<file path="config.mk">
export PLATFORM = sky130hd
export DESIGN_NAME = frame_buffer_writer
export DESIGN_NICKNAME = d
export VERILOG_FILES = /design/src/rtl/frame_buffer_writer.sv
export SDC_FILE = /design/constraint.sdc
export NUM_CORES = 1
export LEC_CHECK = 0
export ABC_CLOCK_PERIOD_IN_PS = 9900
export CORE_MARGIN = 5
export CORE_UTILIZATION = 32
export CTS_CLUSTER_DIAMETER = 60
export DETAILED_ROUTE_END_ITERATION = 7
export HOLD_SLACK_MARGIN = 0.02
export PLACE_DENSITY = 0.55
export SLEW_MARGIN = 25
export SYNTH_ARGS = -nofsm -noshare
export SYNTH_HDL_FRONTEND = slang
export SYNTH_SLANG_ARGS = --single-unit
</file>
<file path="constraint.sdc">
create_clock -name clk -period 9.9 [get_ports clk]
set_input_delay 2.97 -clock clk [delete_from_list [all_inputs] [get_ports clk]]
set_output_delay 2.97 -clock clk [all_outputs]
set_load 0.05 [all_outputs]
</file>
<file path="src/rtl/frame_buffer_writer.sv">
// Raster-order pixel stream writer for the dual-port VGA frame buffer.
// Optional pre-load clear of the whole buffer is built when FRAME_CLEAR_EN is defined.
module frame_buffer_writer #(
    parameter int IMG_W  = 256,
    parameter int IMG_H  = 256,
    parameter int ADDR_W = 16,
    parameter int DATA_W = 8
) (
    input  logic              clk,
    input  logic              rst_n,
    input  logic              start,
    input  logic [DATA_W-1:0] pix_data,
    input  logic              pix_valid,
    input  logic              pix_sof,
    output logic              pix_ready,
    output logic              mem_we,
    output logic [ADDR_W-1:0] mem_addr,
    output logic [DATA_W-1:0] mem_data,
    output logic              busy,
    output logic              frame_done,
    output logic              sync_err
);

    localparam int X_W = (IMG_W > 1) ? $clog2(IMG_W) : 1;
    localparam int Y_W = (IMG_H > 1) ? $clog2(IMG_H) : 1;
    localparam logic [X_W-1:0] X_LAST = X_W'(IMG_W - 1);
    localparam logic [Y_W-1:0] Y_LAST = Y_W'(IMG_H - 1);

`ifdef FRAME_CLEAR_EN
    localparam logic [ADDR_W-1:0] A_LAST = ADDR_W'(IMG_W * IMG_H - 1);
    typedef enum logic [1:0] {IDLE, CLEAR, WRITE, DONE} state_t;
`else
    typedef enum logic [1:0] {IDLE, WRITE, DONE} state_t;
`endif

    state_t            state;
    logic [X_W-1:0]    x;
    logic [Y_W-1:0]    y;
    logic [ADDR_W-1:0] addr;

    logic              xfer;
    logic              resync;
    logic              last;
    logic [X_W-1:0]    cur_x;
    logic [Y_W-1:0]    cur_y;
    logic [ADDR_W-1:0] cur_addr;

    assign pix_ready = (state == WRITE);
    assign busy      = (state != IDLE);

    // A mid-frame sof re-bases the current pixel to (0,0) before the usual advance.
    always_comb begin
        xfer     = pix_valid & pix_ready;
        resync   = pix_sof && ((x != '0) || (y != '0));
        cur_x    = resync ? '0 : x;
        cur_y    = resync ? '0 : y;
        cur_addr = resync ? '0 : addr;
        last     = (cur_x == X_LAST) && (cur_y == Y_LAST);
    end

    always_ff @(posedge clk or negedge rst_n) begin
        if (!rst_n) begin
            state      <= IDLE;
            x          <= '0;
            y          <= '0;
            addr       <= '0;
            mem_we     <= 1'b0;
            mem_addr   <= '0;
            mem_data   <= '0;
            frame_done <= 1'b0;
            sync_err   <= 1'b0;
        end else begin
            mem_we     <= 1'b0;
            frame_done <= 1'b0;
            sync_err   <= 1'b0;
            case (state)
                IDLE: begin
                    if (start) begin
                        x    <= '0;
                        y    <= '0;
                        addr <= '0;
`ifdef FRAME_CLEAR_EN
                        // First clear write is issued here so CLEAR shows exactly one write per cycle.
                        state    <= CLEAR;
                        mem_we   <= 1'b1;
                        mem_addr <= '0;
                        mem_data <= '0;
`else
                        state <= WRITE;
`endif
                    end
                end
`ifdef FRAME_CLEAR_EN
                CLEAR: begin
                    if (mem_addr == A_LAST) begin
                        state <= WRITE;
                    end else begin
                        mem_we   <= 1'b1;
                        mem_addr <= mem_addr + ADDR_W'(1);
                        mem_data <= '0;
                    end
                end
`endif
                WRITE: begin
                    if (xfer) begin
                        mem_we   <= 1'b1;
                        mem_addr <= cur_addr;
                        mem_data <= pix_data;
                        sync_err <= resync;
                        if (last) begin
                            state      <= DONE;
                            frame_done <= 1'b1;
                            x          <= '0;
                            y          <= '0;
                            addr       <= '0;
                        end else begin
                            addr <= cur_addr + ADDR_W'(1);
                            if (cur_x == X_LAST) begin
                                x <= '0;
                                y <= cur_y + Y_W'(1);
                            end else begin
                                x <= cur_x + X_W'(1);
                                y <= cur_y;
                            end
                        end
                    end
                end
                DONE: begin
                    state <= IDLE;
                end
                default: begin
                    state <= IDLE;
                end
            endcase
        end
    end

endmodule

</file>
# Word-level counts from Yosys, hierarchy flattened
# Cells that the tools add are included.
dict set report totals {
  register_bits 61
  word_cells 57
}
dict set report op_classes {
  n_eq_ne 6
  reduce_logical 11
  bitwise 1
  n_addsub 3
  muxes 27
}
# cell count
set op_table {}
lappend op_table {{$mux 8} 9}
lappend op_table {{$mux 16} 4}
lappend op_table {{$pmux 16 s2} 1}
lappend op_table {{$pmux 8 s2} 2}
lappend op_table {{$add 16x1->16 const B} 1}
lappend op_table {{$add 8x1->8 const B} 2}
lappend op_table {{$eq 8x8->1 const B} 2}
lappend op_table {{$reduce_bool 8->1} 2}
lappend op_table {{$mux 1} 7}
lappend op_table {{$mux 2} 3}
lappend op_table {{$reduce_and 3->1} 2}
lappend op_table {{$ne 2x1->1 const B} 2}
lappend op_table {{$pmux 2 s2} 1}
lappend op_table {{$reduce_bool 2->1} 2}
lappend op_table {{$eq 2x1->1 const B} 1}
lappend op_table {{$logic_and 1x1->1} 2}
lappend op_table {{$logic_not 2->1} 1}
lappend op_table {{$ne 2x2->1 const B} 1}
lappend op_table {{$reduce_and 2->1} 1}
lappend op_table {{$and 1x1->1} 1}
lappend op_table {{$logic_or 1x1->1} 1}

# Longest topological paths before layout
# Gate-level depths: netlist of run 1.
dict set report depth {
  ltp_word 9
  ltp_mapped 12
  mapped_depth_nobuf 10
}

# Worst setup path before layout of run 1
# Ideal clock, no wire load.
dict set report synth_timing {
  kind {input port to flip-flop}
  from {input pix_sof}
  to {register y[6]}
  setup_slack_ns 4.915
  t_arrival_ns 4.903
  path_buffers 2
  cell_stages 10
  setup_time_ns 0.082
  required_time_ns 9.818
  path_cell_list {o41ai_4 -> clkbuf_1 -> and2_1 -> ha_1 -> nand3_1 -> nor3_1 -> clkbuf_1 -> nand4_1 -> o21ba_2 -> a31oi_1}
}
dict set report synth_between {
  elab_chain_cells 7
  word_cells_on_any_way 11
  cone_classes {1 x add/sub; 2 x eq/ne; 6 x mux; 2 x reduce/logical}
}
# item line_no
set synth_lines {}
lappend synth_lines {{from (decl)} 14} ;# input logic pix_sof,
lappend synth_lines {{$logic_and 1x1->1 (*)} 54} ;# resync = pix_sof && ((x != '0) || (y != '0));
lappend synth_lines {{$mux 8, on equally long branches} {56, 55}}
lappend synth_lines {{$add 8x1->8 (tied with other cells)} 120} ;# y <= cur_y + Y_W'(1);
lappend synth_lines {{$mux 8 or $logic_and 1x1->1 (tied branches)} {118, 58}}
lappend synth_lines {{$mux 8 (*)} 110} ;# if (last) begin
lappend synth_lines {{$mux 8 (*)} 105} ;# if (xfer) begin
lappend synth_lines {{$pmux 8 s2 (*)} 76} ;# case (state)
lappend synth_lines {{to (signal assigned)} 120}
lappend synth_lines {{to (signal assigned)} 123} ;# y <= cur_y;
lappend synth_lines {{to (decl)} 38} ;# logic [Y_W-1:0] y;
# Mark *: on every way between the ends. The rest lies on a longest branch, timed or not. The select of a mux whose other input is x is not followed.
# A chain may end at the register's enable or synchronous reset.

# Final worst setup path of run 1
dict set report layout_timing {
  from {input pix_sof}
  to {register addr[11]}
}
dict set report layout_between {
  elab_chain_cells 7
  word_cells_on_any_way 11
  cone_classes {1 x add/sub; 2 x eq/ne; 6 x mux; 2 x reduce/logical}
}
# item line_no
set layout_lines {}
lappend layout_lines {{$logic_and 1x1->1 (*)} 54}
lappend layout_lines {{parallel branches: the longest is 3 deep, another holds $add 16x1->16} n/a}
lappend layout_lines {{$mux 16 (*)} 110}
lappend layout_lines {{$mux 16 (*)} 105}
lappend layout_lines {{$pmux 16 s2 (*)} 76}
lappend layout_lines {{to (signal assigned)} 117} ;# addr <= cur_addr + ADDR_W'(1);
lappend layout_lines {{to (decl)} 39} ;# logic [ADDR_W-1:0] addr;
# Every way passes the cells marked *. The select of a mux whose other input is x is not followed.

==> results.md, run 1 <==
* Postcts setup bufs at 0
* Lkg Pwr at 1.66 nW
* Die Y-Extent at 108 um
* Hold_ws at 0.466 ns
* Post-DRT Antenna Nets at 0
* Initial antenna violation count at 0
* Final #Nets at 391
* Final setup viols at 0
* HPWL after DPL at 4840 um
* Pwr Density at 196 mW/mm2
* Congestion Overflow GR at 0
* Drc violations at 0
* Endpoints failing hold at 0
* Mapped Area at 0.00305 mm2
* Slew @ Worst Pin at 0.871 ns
* Yosys reg bits at 61
* Clk slew on worst S/H paths at 0.07 ns
* Placed insts at 493
* Final min period at 5.62 ns
* CP Launch Type: input port
* CP max stage delay at 0.58 ns
* Worst Setup SP: pix_sof
* Slowest cell on crit path: clkdlybuf4s50_1
* Worst Reg-to-Reg Cells at 12
* Routed Wire Length at 7310 um
* GP Congestion at 0.832
* R2r setup slk at 6.36 ns
* H-Tree Depth at 3
* Antenna Cells at 0
* Avg WL per Cell at 14.4 um
* Initial Util at 32.9%
* Detailed Route Iter0 Violations at 121
* Total GRT Usage at 13.5%
* Max VDD drop at 0.0886 mV
* Core box area at 0.00928 mm2
* Die W at 108 um
* Worst Path Buf+Inv at 5
* Die area at 0.0116 mm2
* Hold depth at 2
* Number of global-route vias before repair at 2566
* Proportion of layout cells with a drive suffix above 1 at 8.68%
* Root buf cell: clkbuf_8
* Post-synthesis cell type count at 47
* CP Cell Sequence: clkdlybuf4s50_1, o41ai_4, buf_4, and2_1, ha_1, nand3_1, nor3_1, buf_4, a211oi_2, buf_4, inv_2, o41ai_2
* Total chip power at 0.747 mW
* Post-synth ARST share at 100%
* Post-synth EDFFs at 0
* Most used cell, CP: buf_4
* Mean post-synth cell area at 9.08 um2
* First-pass GRT wire length at 12600 um
* Row count at 35
* Worst min path class: flop to flop
* Clock sink count at 61
* Clk_lat worst skew at 0.34 ns
* Tcrit/Tclk final at 56.8%
* Max-cap violations at 0
* Setup_tns at 0 ns
* Deepest clock path buffer count at 2
* WP data arrival at 5.85 ns
* Vias/cell at 5.23
* Min-delay src: mem_addr[10]
* Syn_nets at 352
* CP Max Fanout at 34
* Max Fclk at 0.178 GHz
* RSZ-0062 raised after global routing: false
* Worst EP required at 10.13 ns
* Setup Skew at 0.00743 ns
* Primary FF master, synth: dfrtp_1
* Yosys warning count at 0
* Crit Path Class: input port to flop
* # IOs at 42
* Mapped Cells at 336
* Vias at 2662
* CTS resizes at 0
* Worst reg2reg startpoint: y[5]
* Critical path endpoint category: flop
* Post-CTS Hold Buffers at 0
* CTS tree: built
* Post-layout util at 41.0%
* DRT Pass-1 Iters at 4
* Seq/Total Area, Yosys at 50.0%
* Finished Layout Cells at 509
* Final Max Tran Viols at 0
* CP top delay family: buffers and inverters
* IO buf count at 41
* Largest net degree at the start of global routing at 62
* Outcome: completed
* Crit. path cell count at 12
* Num CTS Buffers at 9
* Area grow syn2layout at 24.9%
* Slew HR at 41.6%
[tightest hold or removal path, delay by kind of cell (launching register included)]
kind / cells / cell delay [ns]
simple gates: 2 / 0.10
flops: 1 / 0.34
[flip-flops by register name, summed over array words and instances (netlist names)]
| register | flops |
|---|---|
| mem_addr | 16 |
| y | 8 |
| sync_err | 1 |
| mem_we | 1 |
| x | 8 |
| frame_done | 1 |
| state | 2 |
| mem_data | 8 |
| addr | 16 |
[per-stage QoR]
| stage | setup WS [ns] | instance area, um2 |
|---|---|---|
| 5_1_grt | 4.10 | 3810 |
| 3_5_place_dp | 3.94 | 3570 |
| 2_1_floorplan | 4.91 | 3050 |
| 3_3_place_gp | 4.05 | 3570 |
| 6_report | 4.28 | 3810 |
| 4_1_cts | 4.29 | 3810 |
[final timing paths]
check / endpoint
min: mem_addr[10]
min in group asynchronous: mem_data[2]
max in group asynchronous: x[4]
min reg2reg: mem_addr[10]
max: addr[11]
max reg2reg: addr[11]
[power by group]
part,switching [mW],internal [mW]
clock network,0.101,0.167
registers,0.0236,0.270
logic,0.122,0.0623
total,0.247,0.500
[kinds of logic (layout without fill, tap and decap cells)]
group	count (synthesis)	count (layout)	share of synthesized area [%]
AND/OR/NAND/NOR	163	163	25.9
buffers and inverters	26	70	3.90
XOR/XNOR	1	1	0.287
flip-flops	61	61	50.0
adder cells (fa/ha/maj)	3	3	1.23
AO/OA/AOI/OAI	78	78	17.3
multiplexers	4	4	1.35
[placed cells by master (no fill, tap or decap), types with 2 or more instances in the layout]
master	Yosys	routed
and4_1	3	3
a41oi_1	5	5
inv_1	5	5
a31oi_1	18	18
or4_1	2	2
buf_4	1	6
o221ai_1	2	2
mux2i_1	3	3
nor3_1	5	5
o31ai_1	4	4
a21oi_1	17	17
ha_1	3	3
dfrtp_1	61	61
or4_4	2	2
a21o_1	2	2
or3_1	4	4
nor2_1	9	9
clkdlybuf4s50_1	0	40
a22o_1	3	3
clkbuf_8	0	9
nand4_1	6	6
nor2b_1	2	2
nor3b_1	2	2
nand3_1	31	31
nand2b_1	3	3
and2_1	6	6
o21ai_0	13	13
nand2_1	75	75
o21ai_1	7	7
and3_1	9	9
bufinv_16	0	3
[synthesized netlist by cell type, drive strengths merged, types with 2 or more instances]
cell     n  area, um2
nand3   31        155
nand2b   3       18.8
a21o     2       15.0
o21ai   20        100
dfrtp   61       1530
a21oi   17       85.1
a31oi   18        113
a41oi    5       43.8
and4     3       26.3
buf      6       43.8
o31ai    4       30.0
inv      6       22.5
nor2b    2       12.5
o221ai   2       17.5
clkbuf  13       48.8
o41ai    2       43.8
nand2   75        282
nor2     9       33.8
or3      4       25.0
nand4    6       37.5
mux2i    3       30.0
ha       3       37.5
or4      4       37.5
a22o     3       26.3
and3     9       56.3
and2     7       43.8
nor3b    2       15.0
nor3     6       35.0
[per-layer routing]
metal  track usage [%]  share of wire, %
met5                 0                 0
met3              3.54               4.7
met4              4.51               1.2
met2              22.1                47
met1              17.2                47
[layout make-up]
type | instances | area [um2]
clock buffer | 10 | 128
clock inverter | 6 | 111
fill | 970 | 5480
inverter | 7 | 26.3
multi-input combinational | 249 | 1410
sequential | 61 | 1530
tap | 129 | 161
timing repair buffer | 47 | 450
Power figures use the tool's default switching activity.
==> run 2: changes to the inputs <==
--- a/config.mk
+++ b/config.mk
@@ -5,7 +5,7 @@
 export SDC_FILE = /design/constraint.sdc
 export NUM_CORES = 1
 export LEC_CHECK = 0
-export ABC_CLOCK_PERIOD_IN_PS = 9900
+export ABC_CLOCK_PERIOD_IN_PS = 5300
 export CORE_MARGIN = 5
 export CORE_UTILIZATION = 32
 export CTS_CLUSTER_DIAMETER = 60
==> constraint.sdc (replaced) <==
create_clock -name clk -period 5.3 [get_ports clk]
set_input_delay 1.59 -clock clk [delete_from_list [all_inputs] [get_ports clk]]
set_output_delay 1.59 -clock clk [all_outputs]
set_load 0.05 [all_outputs]
==> results.md, run 2 (synthesized netlist as in run 1, its figures left out) <==
* First-pass GRT wire length at 13100 um
* Crit Path Class: input port to flop
* CP Max Fanout at 14
* Hold_ws at 0.466 ns
* Slew HR at 34.2%
* Tcrit/Tclk final at 73.5%
* Pwr Density at 346 mW/mm2
* Root buf cell: clkbuf_8
* Max-cap violations at 0
* GP Congestion at 0.837
* Antenna Cells at 0
* Final setup viols at 0
* Setup Skew at 0.00644 ns
* WP data arrival at 4.16 ns
* Endpoints failing hold at 0
* Max VDD drop at 0.161 mV
* Congestion Overflow GR at 0
* Detailed Route Iter0 Violations at 131
* Worst min path class: flop to flop
* Proportion of layout cells with a drive suffix above 1 at 8.92%
* Most frequent cells in the layout: nand2_1 (75), dfrtp_1 (61), clkdlybuf4s50_1 (40)
* Reg-to-reg endpoint: addr[12]
* # IOs at 42
* CP Launch Type: input port
* Post-DRT Antenna Nets at 0
* Clk_lat worst skew at 0.34 ns
* Total chip power at 1.30 mW
* Fillcell total at 960
* Initial Util at 32.9%
* Final Max Tran Viols at 0
* Number of global-route vias before repair at 2624
* Clk slew on worst S/H paths at 0.07 ns
* Hold EP: mem_addr[12]
* CTS tree: built
* Vias at 2625
* Deepest clock path buffer count at 2
* Place WS at 1.05 ns
* Largest regs: addr (16), mem_addr (16)
* HPWL after DPL at 5170 um
* Clock sink count at 61
* Worst Reg-to-Reg Cells at 11
* Row count at 35
* Total GRT Usage at 14.3%
* Worst EP required at 5.57 ns
* Lkg Pwr at 1.64 nW
* Register Area at 0.00153 mm2
* Min-delay src: mem_addr[12]
* Area of the multi-input gates at 0.00141 mm2
* Critical path endpoint category: flop
* Num CTS Buffers at 9
* Initial antenna violation count at 0
* CTS resizes at 0
* RSZ-0062 raised after global routing: false
* Setup_tns at 0 ns
* Slew @ Worst Pin at 0.986 ns
* IO buf count at 41
* Postcts setup bufs at 0
* Drc violations at 0
* R2r setup slk at 1.91 ns
* Die Y-Extent at 108 um
* Core box area at 0.00928 mm2
* Worst setup margin at 1.41 ns
* Final min period at 3.89 ns
* H-Tree Depth at 3
* Die W at 108 um
* Avg WL per Cell at 14.8 um
* Largest net degree at the start of global routing at 37
* Max Fclk at 0.257 GHz
* Area grow syn2layout at 23.5%
* DRT Pass-1 Iters at 4
* Worst reg2reg startpoint: x[2]
* Most common cell after layout, fill and taps aside: nand2_1
* Post-CTS Hold Buffers at 0
* Outcome: completed
* Vias/cell at 5.15
* Die area at 0.0116 mm2
* Hold depth at 2
* Routed Wire Length at 7560 um
* Final #Nets at 392
[run 2: cell count changes in the layout (fill, tap and decap cells not counted)]
| cell | previous run | this run |
|---|---|---|
| buf_4 | 6 | 7 |
| clkinv_2 | 1 | 2 |
| bufinv_16 | 3 | 1 |
| clkinvlp_4 | 1 | 2 |
[run 2: metrics by stage]
step                      utilization, %  area, um2  instances
after detailed placement            38.5       3580        494
after global placement              38.5       3580        494
after CTS                           40.6       3770        510
after floorplan                        -       3050        336
final                               40.6       3770        510
after global routing                40.6       3770        510
[run 2: cell type report]
class | instances | area share (%)
multi-input combinational | 249 | 37.3
clock inverter | 6 | 1.69
inverter | 7 | 0.697
timing repair buffer | 48 | 12.2
sequential | 61 | 40.5
tap | 129 | 4.28
clock buffer | 10 | 3.39
[run 2: where the power goes]
group | total (mW) | internal [mW] | switching (mW)
clock network | 0.409 | 0.216 | 0.193
logic | 0.344 | 0.117 | 0.227
registers | 0.551 | 0.505 | 0.0458
total | 1.30 | 0.838 | 0.466
[run 2: worst max-delay path, cell delays in order]
cell	delay (ns)
clkdlybuf4s50_1	0.58
o41ai_4	0.14
and2_1	0.18
ha_1	0.23
nand3_1	0.09
nor3_1	0.06
buf_4	0.18
a31oi_1	0.70
a41oi_1	0.23
a31oi_1	0.18
[run 2: per-layer routing]
layer / global-route usage [%] / vias to the layer above / wire length, um / share of wire (%)
met1: 18.0 / 1260 / 3440 / 46
met3: 4.44 / 7 / 416 / 5.5
met2: 23.5 / 65 / 3640 / 48
met5: 0 / - / 0 / 0
met4: 4.15 / 0 / 63 / 0.83
li1: - / 1293 / - / -
[run 2: how the worst max path moves through the flow]
stage                           to  depth (start not counted)  slack (ns)     from
after detailed placement  addr[12]                         10        1.05  pix_sof
after global placement    addr[12]                         10        1.15  pix_sof
after CTS                 addr[12]                         10        1.39  pix_sof
after floorplan               y[6]                         10        1.69  pix_sof
after global routing      addr[12]                         10        1.21  pix_sof
final                     addr[12]                         10        1.41  pix_sof
